$ cat config.mk
export PLATFORM = sky130hd
export DESIGN_NAME = keypad_entry_n
export DESIGN_NICKNAME = d
export VERILOG_FILES = /design/src/rtl/keypad_entry_n.sv
export SDC_FILE = /design/constraint.sdc
export NUM_CORES = 1
export LEC_CHECK = 0
export CAP_MARGIN = 20
export CELL_PAD_IN_SITES_DETAIL_PLACEMENT = 1
export CELL_PAD_IN_SITES_GLOBAL_PLACEMENT = 1
export CORE_UTILIZATION = 44
export CTS_CLUSTER_DIAMETER = 100
export DETAILED_ROUTE_END_ITERATION = 10
export PLACE_DENSITY_LB_ADDON = 0.1
export SLEW_MARGIN = 20
export SYNTH_ARGS = -nofsm -noshare
export SYNTH_HDL_FRONTEND = slang
export SYNTH_SLANG_ARGS = --single-unit
export TNS_END_PERCENT = 1
$ cat constraint.sdc
create_clock -name clk -period 7.25 [get_ports clk]
set_clock_uncertainty 0.15 [all_clocks]
set_input_delay 1.45 -clock clk [delete_from_list [all_inputs] [get_ports clk]]
set_output_delay 1.45 -clock clk [all_outputs]
set_load 0.02 [all_outputs]
$ cat src/rtl/keypad_entry_n.sv
// ---------------------------------------------------------------------------
// keypad_entry_n
//
// Keypad number-entry block. Synchronises the 20 raw push-buttons, turns a
// rising edge of "any key down" into a single press event, and uses the
// highest pressed key index to build a right-justified multi-digit number.
// Supports backspace, clear and enter. Enter hands the finished number to a
// consumer over a valid/ready handshake.
//
// Parameters
//   DIGITS     number of 4-bit digits held (1..8), W = 4*DIGITS
//   RADIX_MAX  largest accepted digit key (9 = decimal, 15 = hex)
//   BKSP_KEY   key index for backspace
//   CLR_KEY    key index for clear
//   ENT_KEY    key index for enter
//
// Ports
//   clk        system clock
//   rst        asynchronous reset, active-low
//   pb         raw push-buttons, asynchronous to clk
//   entry      digits entered so far, least-significant digit in [3:0]
//   count      number of significant digits in entry
//   digit_en   display enables, bit i set when i < count, bit 0 always set
//   full       count == DIGITS
//   out_data   value delivered on enter
//   out_valid  out_data is pending
//   out_ready  consumer accepts out_data
//   drop       one-cycle pulse when an enter was discarded
// ---------------------------------------------------------------------------
module keypad_entry_n #(
  parameter int DIGITS    = 8,
  parameter int RADIX_MAX = 15,
  parameter int BKSP_KEY  = 16,
  parameter int CLR_KEY   = 17,
  parameter int ENT_KEY   = 19
) (
  input  logic                         clk,
  input  logic                         rst,
  input  logic [19:0]                  pb,
  output logic [4*DIGITS-1:0]          entry,
  output logic [$clog2(DIGITS+1)-1:0]  count,
  output logic [DIGITS-1:0]            digit_en,
  output logic                         full,
  output logic [4*DIGITS-1:0]          out_data,
  output logic                         out_valid,
  input  logic                         out_ready,
  output logic                         drop
);

  localparam int W  = 4 * DIGITS;
  localparam int CW = $clog2(DIGITS + 1);

  localparam logic [4:0]    RADIX_K    = 5'(RADIX_MAX);
  localparam logic [4:0]    BKSP_K     = 5'(BKSP_KEY);
  localparam logic [4:0]    CLR_K      = 5'(CLR_KEY);
  localparam logic [4:0]    ENT_K      = 5'(ENT_KEY);
  localparam logic [CW-1:0] COUNT_FULL = CW'(DIGITS);
  localparam logic [CW-1:0] COUNT_ONE  = CW'(1);

  typedef enum logic [2:0] {
    KEY_NONE,
    KEY_DIGIT,
    KEY_BKSP,
    KEY_CLR,
    KEY_ENT
  } key_kind_e;

  logic [19:0]   pb_meta;
  logic [19:0]   pbs;
  logic          any_d;
  logic          press;
  logic [4:0]    key_code;
  key_kind_e     key_kind;

  logic [W-1:0]  entry_nxt;
  logic [CW-1:0] count_nxt;
  logic [W-1:0]  out_data_nxt;
  logic          out_valid_nxt;
  logic          drop_nxt;

  // Two-flop synchroniser plus the previous-cycle any-key flag used for
  // edge detection. Everything downstream only sees pbs, never pb.
  always_ff @(posedge clk or negedge rst) begin
    if (!rst) begin
      pb_meta <= '0;
      pbs     <= '0;
      any_d   <= 1'b0;
    end else begin
      pb_meta <= pb;
      pbs     <= pb_meta;
      any_d   <= |pbs;
    end
  end

  // A press is the rising edge of "any key down", so adding a second key
  // while one is held does nothing.
  assign press = (|pbs) & ~any_d;

  // Highest set index wins when several keys are down together.
  always_comb begin
    key_code = '0;
    for (int i = 0; i < 20; i++) begin
      if (pbs[i]) key_code = 5'(i);
    end
  end

  // Classify the key. Digit range is checked first; unmapped indices such
  // as 18 fall through to KEY_NONE and are ignored.
  always_comb begin
    key_kind = KEY_NONE;
    if (key_code <= RADIX_K)    key_kind = KEY_DIGIT;
    else if (key_code == BKSP_K) key_kind = KEY_BKSP;
    else if (key_code == CLR_K)  key_kind = KEY_CLR;
    else if (key_code == ENT_K)  key_kind = KEY_ENT;
  end

  assign full = (count == COUNT_FULL);

  always_comb begin
    digit_en = '0;
    for (int i = 0; i < DIGITS; i++) begin
      digit_en[i] = (CW'(i) < count);
    end
    digit_en[0] = 1'b1;
  end

  // Next-state logic. A completed handshake drops out_valid by default; an
  // enter in the same cycle reloads it, so out_valid then stays high.
  always_comb begin
    entry_nxt     = entry;
    count_nxt     = count;
    out_data_nxt  = out_data;
    out_valid_nxt = out_valid;
    drop_nxt      = 1'b0;

    if (out_valid && out_ready) out_valid_nxt = 1'b0;

    if (press) begin
      unique case (key_kind)
        KEY_DIGIT: begin
          // Leading zeros are suppressed, and a full entry ignores digits.
          if (!((count == '0) && (key_code == '0)) && !full) begin
            entry_nxt = (entry << 4) | W'(key_code[3:0]);
            count_nxt = count + COUNT_ONE;
          end
        end
        KEY_BKSP: begin
          if (count != '0) begin
            entry_nxt = entry >> 4;
            count_nxt = count - COUNT_ONE;
          end
        end
        KEY_CLR: begin
          entry_nxt = '0;
          count_nxt = '0;
        end
        KEY_ENT: begin
          if (!out_valid || out_ready) begin
            out_data_nxt  = entry;
            out_valid_nxt = 1'b1;
            entry_nxt     = '0;
            count_nxt     = '0;
          end else begin
            drop_nxt = 1'b1;
          end
        end
        default: begin
        end
      endcase
    end
  end

  // Entry and output registers, cleared immediately by reset.
  always_ff @(posedge clk or negedge rst) begin
    if (!rst) begin
      entry     <= '0;
      count     <= '0;
      out_data  <= '0;
      out_valid <= 1'b0;
      drop      <= 1'b0;
    end else begin
      entry     <= entry_nxt;
      count     <= count_nxt;
      out_data  <= out_data_nxt;
      out_valid <= out_valid_nxt;
      drop      <= drop_nxt;
    end
  end

endmodule

==> key figures <==
Timing
  • Final WS setup: 3.36 ns
  • Final setup fails: 0
  • Fmax: 0.257 GHz
  • RSZ-0062 raised after global routing: false
  • Post-layout minimum cycle time: 3.89 ns
  • Final critical-path share of the clock period: 0.537
  • Setup TNS: 0 ns
  • Fin. max-slew vios: 0
  • Endpoints failing hold: 0
  • Slew @ Worst Pin: 0.854 ns
  • Normalized max-slew margin: 0.431

Die
  • Core footprint: 9910 µm²
  • Die area: 10800 µm²
  • Die Ht: 104 µm
  • Rows: 36
  • I/O pin count: 102
  • Initial Util: 0.461
  • Die Wd: 104 µm

Global routing
  • Total GRT Usage: 0.201
  • First-pass GRT wire length: 17100 µm
  • Vias in the first global route: 3208
  • Initial antenna violation count: 0
  • GRT Residual Overflow: 0
  • Largest net degree at the start of global routing: 87

Finish
  • Antenna cell count: 0
  • Non-filler cells, final: 566
  • Filler cell count: 992
  • FF/Latch Area: 2780 µm²
  • Area of the multi-input gates: 1630 µm²
  • Layout Utilization: 0.591
  • Layout cell share with drive strength beyond 1: 0.203
  • NumNets Final: 454
  • Area Overhead vs Synth: 28.2%

Clock tree
  • # H-tree levels: 3
  • CTS sink cnt: 111
  • CTS tree: done
  • Clock Path Buffers: 2
  • CTS resizes: 0
  • Hold buffers post-CTS: 0
  • Worst-Skew Late Latency: 0.37 ns
  • CTS Buf Count: 9
  • CTS clock-pin slew for the worst setup and hold paths: 0.11 ns
  • CTS Root Cell: clkbuf_8
  • # Post-CTS Setup Buffers: 0

Detailed routing
  • Met1 wire length: 5020 µm
  • Max layer used: met4
  • Vias per inst: 5.33
  • Drt pass-1 iters: 4
  • DR WL met3: 412 µm
  • Wire length on met2: 4660 µm
  • Detail Route Antenna Nets: 0
  • Number of remaining DRC errors: 0
  • Wire length per cell: 18.0 µm
  • Final WL: 10200 µm
  • Via Count: 3019
  • Initial drt markers: 141

Setup path
  • Critical path type: flip-flop to output pin
  • CP dominant cell by count: inv_1
  • Largest delay share family, worst path: buffers and inverters
  • Cell breakdown of the critical path: inv_1 > ha_1 > inv_1 > nor3_1 > clkdlybuf4s50_1
  • Largest stage delay, worst path: 0.68 ns
  • Startpoint types: flip-flop
  • Endpoint type of the worst setup path: output pin
  • Worst Path Buf+Inv: 3
  • Worst EP required: 5.65 ns
  • Slowest CP cell: clkdlybuf4s50_1
  • CP arrival: 2.29 ns
  • CP max FO: 5

Synth
  • Synth Cell Area: 4570 µm²
  • Post-Syn Nets: 356
  • YS warnings: 0
  • Yosys cell types: 40
  • Sequential cell area fraction in the yosys report: 0.608
  • Post-synthesis cell count: 330
  • Avg Inst Size Synth: 13.8 µm²
  • Synth Register Bits: 111

Placed design
  • Port bufs: 100
  • DP Wirelength: 6880 µm
  • GP Congestion: 0.746
  • Worst slack, placed: 3.23 ns
  • Cells after DPL: 550

Outcome
  • Status: finished, final reports clean

Power and ir drop
  • Peak supply drop: 0.118 mV
  • Leakage: 2.61 nW
  • Pwr/cell area: 192 nW/µm²
  • Overall power: 1.12 mW

Min path
  • Hold Crit Class: flip-flop to flip-flop

Run
  • Max-cap check violation count: 0
==> cells by family (layout without fill, tap and decap cells) <==
kind of cell             count (synthesis)  in the layout  synth area share
flip-flops                             111            111             0.608
multiplexers                            64             64             0.176
AND/OR/NAND/NOR                         63             63            0.0666
AO/OA/AOI/OAI                           59             59             0.101
buffers and inverters                   29            132            0.0395
adder cells (fa/ha/maj)                  3              3           0.00822
other                                    1              1          0.000821
==> metal layers <==
metal  vias to the layer above  global-route usage
met5                         -                   0
met4                         0              0.0469
met3                         6              0.0470
met2                        75               0.310
met1                      1570               0.290
li1                       1368                   -
==> path summary, 6_finish.rpt <==
kind                             from            to  slack [ns]  cells past startpoint
min reg2reg                pb_meta[1]        pbs[1]        0.20                      0
min in group asynchronous         rst   out_data[5]        0.81                      1
min                        pb_meta[1]        pbs[1]        0.20                      0
max in group asynchronous         rst  out_data[25]        5.10                      2
max                          count[1]          full        3.36                      5
max reg2reg                   pbs[16]     entry[21]        4.26                      6
==> flip-flops by register name, summed over array words and instances (netlist names) <==
signal / cells
pbs: 20
out_data: 32
count: 4
any_d: 1
pb_meta: 20
drop: 1
out_valid: 1
entry: 32
==> final cells by class <==
| class | count | area share |
|---|---|---|
| inverter | 13 | 0.00834 |
| clock inverter | 5 | 0.0111 |
| clock buffer | 11 | 0.0242 |
| tap | 133 | 0.0284 |
| multi-input combinational | 190 | 0.278 |
| timing repair buffer | 103 | 0.175 |
| sequential | 111 | 0.475 |
==> through the flow <==
step	hold WS, ns	cell area, µm²
final	0.204	5850
after global routing	0.211	5850
after detailed placement	0.186	5640
after CTS	0.207	5840
after floorplan	0.181	4570
after global placement	0.186	5640
==> power breakdown <==
group / leakage (nW) / switching, mW / internal (mW)
Clock: 0.104 / 0.209 / 0.173
Sequential: 1.42 / 0.0152 / 0.636
Combinational: 1.08 / 0.0511 / 0.0399
Total: 2.61 / 0.275 / 0.848
==> cells in the mapped netlist <==
cell type | instances | area share
a2111oi_0 | 1 | 0.0019
a211o_1 | 2 | 0.0038
a211oi_2 | 1 | 0.0027
a21oi_1 | 6 | 0.0066
a221oi_1 | 2 | 0.0038
a22o_1 | 25 | 0.048
a22oi_1 | 2 | 0.0033
a32o_1 | 1 | 0.0022
a41oi_2 | 1 | 0.0036
buf_12 | 3 | 0.013
buf_4 | 4 | 0.0066
buf_6 | 1 | 0.0025
clkbuf_1 | 8 | 0.0066
conb_1 | 1 | 0.00082
dfrtp_1 | 111 | 0.61
ha_1 | 3 | 0.0082
inv_1 | 13 | 0.011
mux2_2 | 34 | 0.084
mux2_4 | 24 | 0.079
mux2i_1 | 6 | 0.013
nand2_1 | 23 | 0.019
nand2b_1 | 4 | 0.0055
nor2_1 | 17 | 0.014
nor2b_1 | 2 | 0.0027
nor3_1 | 5 | 0.0055
nor3_2 | 1 | 0.0022
nor3b_1 | 1 | 0.0016
nor4_1 | 2 | 0.0027
nor4b_1 | 1 | 0.0019
o211ai_1 | 2 | 0.0033
o21a_1 | 1 | 0.0016
o21ai_0 | 10 | 0.011
o221ai_2 | 1 | 0.0033
o22ai_1 | 3 | 0.0041
o31ai_1 | 1 | 0.0016
or2_2 | 2 | 0.0027
or3_1 | 1 | 0.0014
or3_2 | 1 | 0.0016
or4_1 | 2 | 0.0033
or4_4 | 1 | 0.0025
==> placed cells by master, fill, tap and decap left out, types with 3 or more instances in the layout <==
cell,Yosys,final
dfrtp_1,111,111
clkdlybuf4s50_1,0,99
mux2_2,34,34
a22o_1,25,25
mux2_4,24,24
nand2_1,23,23
nor2_1,17,16
inv_1,13,13
o21ai_0,10,10
clkbuf_8,0,10
a21oi_1,6,6
mux2i_1,6,6
nor3_1,5,5
nand2b_1,4,3
o22ai_1,3,3
ha_1,3,3
clkinv_4,0,3
buf_4,4,3
No activity file was read; power rests on OpenSTA's default activity.
